<file path="src/rtl/timer_counter_pkg.sv">
// Shared definitions for the memory-mapped down-counter timer: register map,
// CTRL field positions, mode encodings and FSM state encodings.
package timer_counter_pkg;

  localparam logic [1:0] REG_CTRL   = 2'd0;
  localparam logic [1:0] REG_PRESET = 2'd1;
  localparam logic [1:0] REG_COUNT  = 2'd2;

  localparam int CTRL_EN       = 0;
  localparam int CTRL_MODE_LSB = 1;
  localparam int CTRL_MODE_MSB = 2;
  localparam int CTRL_IM       = 3;
  localparam int CTRL_W        = 4;

  // Modes 2 and 3 are treated as one-shot: only the reload code is tested for.
  localparam logic [1:0] MODE_ONESHOT = 2'd0;
  localparam logic [1:0] MODE_RELOAD  = 2'd1;

  typedef enum logic [1:0] {
    ST_IDLE = 2'd0,
    ST_LOAD = 2'd1,
    ST_CNT  = 2'd2,
    ST_INT  = 2'd3
  } state_t;

endpackage

</file>
<file path="src/rtl/timer_counter.sv">
// Programmable down-counter timer behind the system bridge; IRQ feeds a CP0
// hardware interrupt line. One-shot mode holds the flag, reload mode pulses it.
module timer_counter
  import timer_counter_pkg::*;
#(
  parameter int WIDTH = 32
) (
  input  logic             clk,
  input  logic             reset,
  input  logic [31:0]      Addr,
  input  logic             WE,
  input  logic [WIDTH-1:0] Din,
  output logic [WIDTH-1:0] Dout,
  output logic             IRQ
);

  logic [CTRL_W-1:0] ctrl;
  logic [WIDTH-1:0]  preset;
  logic [WIDTH-1:0]  count;
  state_t            state;
  logic              irq_flag;

  logic wr_ctrl, wr_preset, en, reload;
  logic unused_addr;

  assign unused_addr = ^{Addr[31:4], Addr[1:0]};
  assign wr_ctrl     = WE && (Addr[3:2] == REG_CTRL);
  assign wr_preset   = WE && (Addr[3:2] == REG_PRESET);
  assign en          = ctrl[CTRL_EN];
  assign reload      = (ctrl[CTRL_MODE_MSB:CTRL_MODE_LSB] == MODE_RELOAD);

  always_ff @(posedge clk or posedge reset) begin
    if (reset) begin
      ctrl                              <= '0;
      ctrl[CTRL_MODE_MSB:CTRL_MODE_LSB] <= MODE_ONESHOT;
      preset                            <= '0;
      count                             <= '0;
      state                             <= ST_IDLE;
      irq_flag                          <= 1'b0;
    end else begin
      unique case (state)
        ST_IDLE: if (en) state <= ST_LOAD;
        ST_LOAD: begin
          count <= preset;
          state <= en ? ST_CNT : ST_IDLE;
        end
        ST_CNT: begin
          if (!en)                 state <= ST_IDLE;
          else if (count == '0)    state <= ST_INT;
          else                     count <= count - WIDTH'(1);
        end
        ST_INT: begin
          if (reload) begin
            state <= ST_LOAD;
          end else begin
            ctrl[CTRL_EN] <= 1'b0;
            state         <= ST_IDLE;
          end
        end
      endcase

      // Setting from INT beats any clear on the same edge; reload mode clears
      // on every other edge so the flag is a single-cycle pulse.
      if (state == ST_INT)                      irq_flag <= 1'b1;
      else if (wr_ctrl || wr_preset || reload)  irq_flag <= 1'b0;

      // Software CTRL write lands after the INT enable clear and so wins.
      if (wr_ctrl)   ctrl   <= Din[CTRL_W-1:0];
      if (wr_preset) preset <= Din;
    end
  end

  always_comb begin
    Dout = '0;
    case (Addr[3:2])
      REG_CTRL:   Dout[CTRL_W-1:0] = ctrl;
      REG_PRESET: Dout = preset;
      REG_COUNT:  Dout = count;
      default:    Dout = '0;
    endcase
  end

  assign IRQ = irq_flag & ctrl[CTRL_IM];

endmodule

</file>
<file path="config.mk">
export PLATFORM = sky130hd
export DESIGN_NAME = timer_counter
export DESIGN_NICKNAME = d
export VERILOG_FILES = /design/src/rtl/timer_counter_pkg.sv /design/src/rtl/timer_counter.sv
export SDC_FILE = /design/constraint.sdc
export NUM_CORES = 1
export LEC_CHECK = 0
export CORE_AREA = 5 5 129 94
export CTS_CLUSTER_SIZE = 40
export DETAILED_ROUTE_END_ITERATION = 16
export DIE_AREA = 0 0 134 99
export PLACE_DENSITY = 0.66
export SETUP_SLACK_MARGIN = 0.3
export SLEW_MARGIN = 20
export SYNTH_ARGS = -nofsm -noshare
export SYNTH_HDL_FRONTEND = slang
export SYNTH_SLANG_ARGS = --single-unit
</file>
<file path="constraint.sdc">
create_clock -name clk -period 3.1 [get_ports clk]
set_clock_uncertainty 0.1 [all_clocks]
set_input_delay 0.775 -clock clk [delete_from_list [all_inputs] [get_ports clk]]
set_output_delay 0.775 -clock clk [all_outputs]
set_load 0.02 [all_outputs]
</file>
Word-level counts from Yosys, hierarchy flattened
Index checks and enable logic that the tools add are counted.
- divide/modulo/power cells: 0
- bitwise logic cells: 1
- $lt $le $gt $ge: 0
- add/subtract/negate cells: 1
- muxes and demuxes: 16
- equality and inequality tests: 11
- shift-type cells: 0
- reduce and logical (&&, ||, !) cells: 13
- multiply operators: 0
- operator list (kind ; count):
    32-bit 2-to-1 mux ; 2
    32-bit case mux with 2 select lines ; 1
    28-bit case mux with 2 select lines ; 1
    32-bit zero test ; 1
    32-bit by 1-bit subtractor with 32-bit output (second input constant) ; 1
    4-bit case mux with 3 select lines ; 1
    2-bit 2-to-1 mux ; 4
    2-bit != test (second input constant) ; 4
    2-bit case mux with 4 select lines ; 1
    2-bit by 1-bit == test with 1-bit output (second input constant) ; 3
    2-bit == test (second input constant) ; 3
    1-bit 2-to-1 mux ; 6
    2-bit nonzero test ; 3
    2-bit zero test ; 2
    2-bit AND reduction ; 2
    3-bit != test (second input constant) ; 1
    3-bit AND reduction ; 1
    1-bit logical AND ; 2
    1-bit logical OR ; 2
    1-bit bitwise AND ; 1
- memories kept: 0
- bits in latches: 0
- bits in registers: 71
- word-level logic and storage cells: 48
- memory bits (read-only): 0
- RAM bits: 0

Depth between registers and ports, before layout
- depth in word-level cells: 6
- depth in mapped cells: 10
- mapped depth without buffers: 7

Worst setup path after synthesis
Ideal clock, no wire load.
- path kind: reg2reg
- start: register count[0]
- end: register count[0]
- slack: 0.227 ns
- data required time: 2.876 ns
- data arrival time: 2.649 ns
- setup time: 0.124 ns
- buffers on the path: 2
- clock period less this slack: 2.873 ns
- cell stages (with the launch flop): 10
- path through: dfrtp_1 inv_1 ha_1 or4b_1 clkbuf_1 or4_4 nor4b_4 buf_2 nor4_1 a211o_1
- cells in the longest elaborated chain, start to end: 4
- elaborated cells on any way between the ends: 7
- classes of those cells: add/sub (1); eq/ne (1); mux (3); reduce/logical (2)
- RTL lines (item ; line ; source):
    start, declared ; timer_counter.sv:19 ; logic [WIDTH-1:0] count;
    start signal, assigned ; timer_counter.sv:44 ; count <= preset;
    start signal, assigned ; timer_counter.sv:50 ; else count <= count - WIDTH'(1);
    32-bit by 1-bit subtractor with 32-bit output ; timer_counter.sv:50 ;
    32-bit 2-to-1 mux ; timer_counter.sv:49 ; else if (count == '0) state <= ST_INT;
    32-bit 2-to-1 mux ; timer_counter.sv:48 ; if (!en) state <= ST_IDLE;
    32-bit case mux with 2 select lines ; timer_counter.sv:41 ; unique case (state)
Parallel ways exist; a longest one is shown, timed or not. The select of a mux whose other input is x is not followed.
A chain may end at the register's enable or synchronous reset.

Worst setup path after layout
- start: register count[1]
- end: register count[18]
Same word-level chain as after synthesis.

==> impl_metrics.toml <==
[final_layout]
final_common_cell = "dfrtp_1"
fin_util_pct = 54.5
drive_gt1_share_pct = 33.5
final_cells = 680
antennaDiodeCount = 0
nNetsFinal = 611
layout_common_cells = "dfrtp_1, buf_4, nor2_1, mux2_2, clkdlybuf4s50_1"
synthToLayoutAreaGrowth_pct = 40.0

[route]
vias_per_cell = 5.96
vias = 4054
drcViolationCount = 0
wirelength_um = 13200
drt_iter0_drc = 408
wl_per_cell_um = 19.4
ant_nets = 0
drt_first_pass_iters = 5

[synthesis]
synthCells = 444
yosys-top-cells-area = "dfrtp_1, mux2_2, a22oi_1"
synth_area_um2 = 4190
yosysSeqAreaShare_pct = 42.4
yosysWarnings = 0
synth.distinct_cells = 46
synth_edf_count = 0
synth_nets = 516
netlist.area_leader.share_pct = 42.4
syn_avg_cell_area_um2 = 9.44
yosys_register_bits = 71
ys_async_sr_fraction_pct = 100
ys.flop_type = "dfrtp_1"
yosysTopAreaCell = "dfrtp_1"

[power_and_ir_drop]
p_total_uw = 4540
ir_drop_mv = 0.372
p_leak_uw = 0.00242
p_per_area_nw_per_um2 = 773

[worst_setup_path]
crit_path_end_kind = "register"
crit_slowest_cell = "or4_4"
r2r_cells = 9
cp_top_family = "simple AND/OR/NAND/NOR gates"
crit_start = "count[1]"
arrival_ns = 2.86
crit_fanout = 7
cp_num_buf_inv = 3
r2r_slack_ns = 0.36
r2r_start = "count[1]"
path_depth = 9
critPathMaxStageDelay_ns = 0.54
critical_path_class = "reg2reg"
path_cells = "inv_2 -> ha_4 -> or4b_4 -> or4_4 -> nor4b_4 -> buf_4 -> buf_12 -> a211oi_1 -> o2bb2a_2"
critPathLaunchType = "register"
cp.required_ns = 3.22

[place]
placed_cells = 648
portBuffers = 69
dp.final_hpwl_um = 8670
place.gp.congestion = 0.909

[worst_hold_path]
hold_class = "reg2reg"
min_from = "irq_flag"
holdPathStages = 2

[clock_network]
cts_htree_levels = 3
clk_latency_ns = 0.34
clockRootBuffer = "clkbuf_16"
clk_pin_slew_ns = 0.06
cts_tree = "done"
cts_sinks = 71
cts_buffers = 9
hold_buffers = 0
cts_buffer_depth = 2

[timing]
fin_tns_setup_ns = 0
period_share_pct = 88.4
period_minus_slack_ns = 2.74
rsz0062_at_grt = "yes"
worst_slew_pin_slew_ns = 0.646
fmax_mhz = 365
setup_viol = 0
finalMaxSlewViolations = 0
hold_viol_final = 0
slew_headroom_pct = 56.6

[run]
maxCapViolations = 0

[floorplan]
start_util_pct = 38.9
core_area_um2 = 10800
io_pins = 100
die_w_um = 134
die_y_um = 99
rows = 32
dieArea_um2 = 13300

[run_status]
status = "completed"

[global_routing]
grt_max_degree = 40
grt_use_total_pct = 19.9
grt_first_pass_wirelength_um = 21300
antenna_found_initial = 0
grt_pass1_vias = 4070
grt-ovfl-total = 0
[per-layer routing]
layer | wire length [um] | global-route usage, % | up-vias
met5 | 0 | 0 | -
li1 | - | - | 1884
met2 | 5890 | 29.8 | 175
met3 | 1060 | 5.77 | 18
met4 | 170 | 5.45 | 0
met1 | 6080 | 28.3 | 1977
[final timing paths]
path                         endpoint
min                          irq_flag
max in group asynchronous  preset[27]
max                         count[18]
min reg2reg                  irq_flag
max reg2reg                 count[18]
min in group asynchronous     ctrl[2]
[registers in the layout, indices dropped and copies added, names as in the netlist]
| register | count |
|---|---|
| count | 32 |
| preset | 32 |
| ctrl | 4 |
| state | 2 |
| irq_flag | 1 |
[per-stage QoR]
| step | hold slack, ns | area [um2] | setup WS (ns) |
|---|---|---|---|
| CTS | 0.417 | 5630 | 0.295 |
| finish | 0.417 | 5870 | 0.359 |
| floorplan | 0.372 | 4200 | 0.301 |
| global placement | 0.397 | 5240 | -0.462 |
| detailed placement | 0.400 | 5240 | -0.492 |
| global route | 0.461 | 5870 | 0.251 |
[repair_timing]
action / CTS / global route
cloned: 1 / 3
setup buffers: 6 / 6
resized for setup: 172 / 47
pin swaps: 6 / 19
setup endpoints to repair: 62 / 62
[Yosys cell counts (all sizes together) (10+ instances only)]
library cell and instances:
inv 10, o21ai 17, nor2b 29, a22oi 31, nor2 44, o31ai 17, mux2 35, nor3 22
a31oi 12, a21oi 22, clkbuf 24, buf 11, dfrtp 71
[tightest hold or removal path: cells and delay by family (launching register included)]
family           cells  cell delay (ns)
and+or+nand+nor      2             0.14
DFF                  1             0.34
[report_power, final]
| part | leakage (uW) | switching [uW] | internal (uW) | total (uW) |
|---|---|---|---|---|
| Sequential | 0.000849 | 386 | 1230 | 1620 |
| Clock | 0.000158 | 403 | 746 | 1150 |
| Combinational | 0.00141 | 918 | 853 | 1770 |
| Total | 0.00242 | 1710 | 2830 | 4540 |
[layout make-up]
| class | count | area, um2 |
|---|---|---|
| Clock buffer | 11 | 253 |
| Timing Repair Buffer | 119 | 1130 |
| Multi-Input combinational cell | 328 | 2420 |
| Fill cell | 972 | 4900 |
| Clock inverter | 5 | 80.1 |
| Tap cell | 136 | 170 |
| Sequential cell | 71 | 1780 |
| Inverter | 10 | 37.5 |
[cell families (layout without fill, tap and decap cells)]
family / count (synthesis) / count (layout) / synth area share, %
adders and majority gates: 5 / 5 / 1.49
AOI/OAI and AO/OA: 139 / 139 / 23.0
buffers and inverters: 45 / 145 / 4.33
DFF: 71 / 71 / 42.4
muxes: 36 / 36 / 9.64
and+or+nand+nor: 148 / 148 / 19.2
Note: power is estimated with default switching activity, not from simulation.
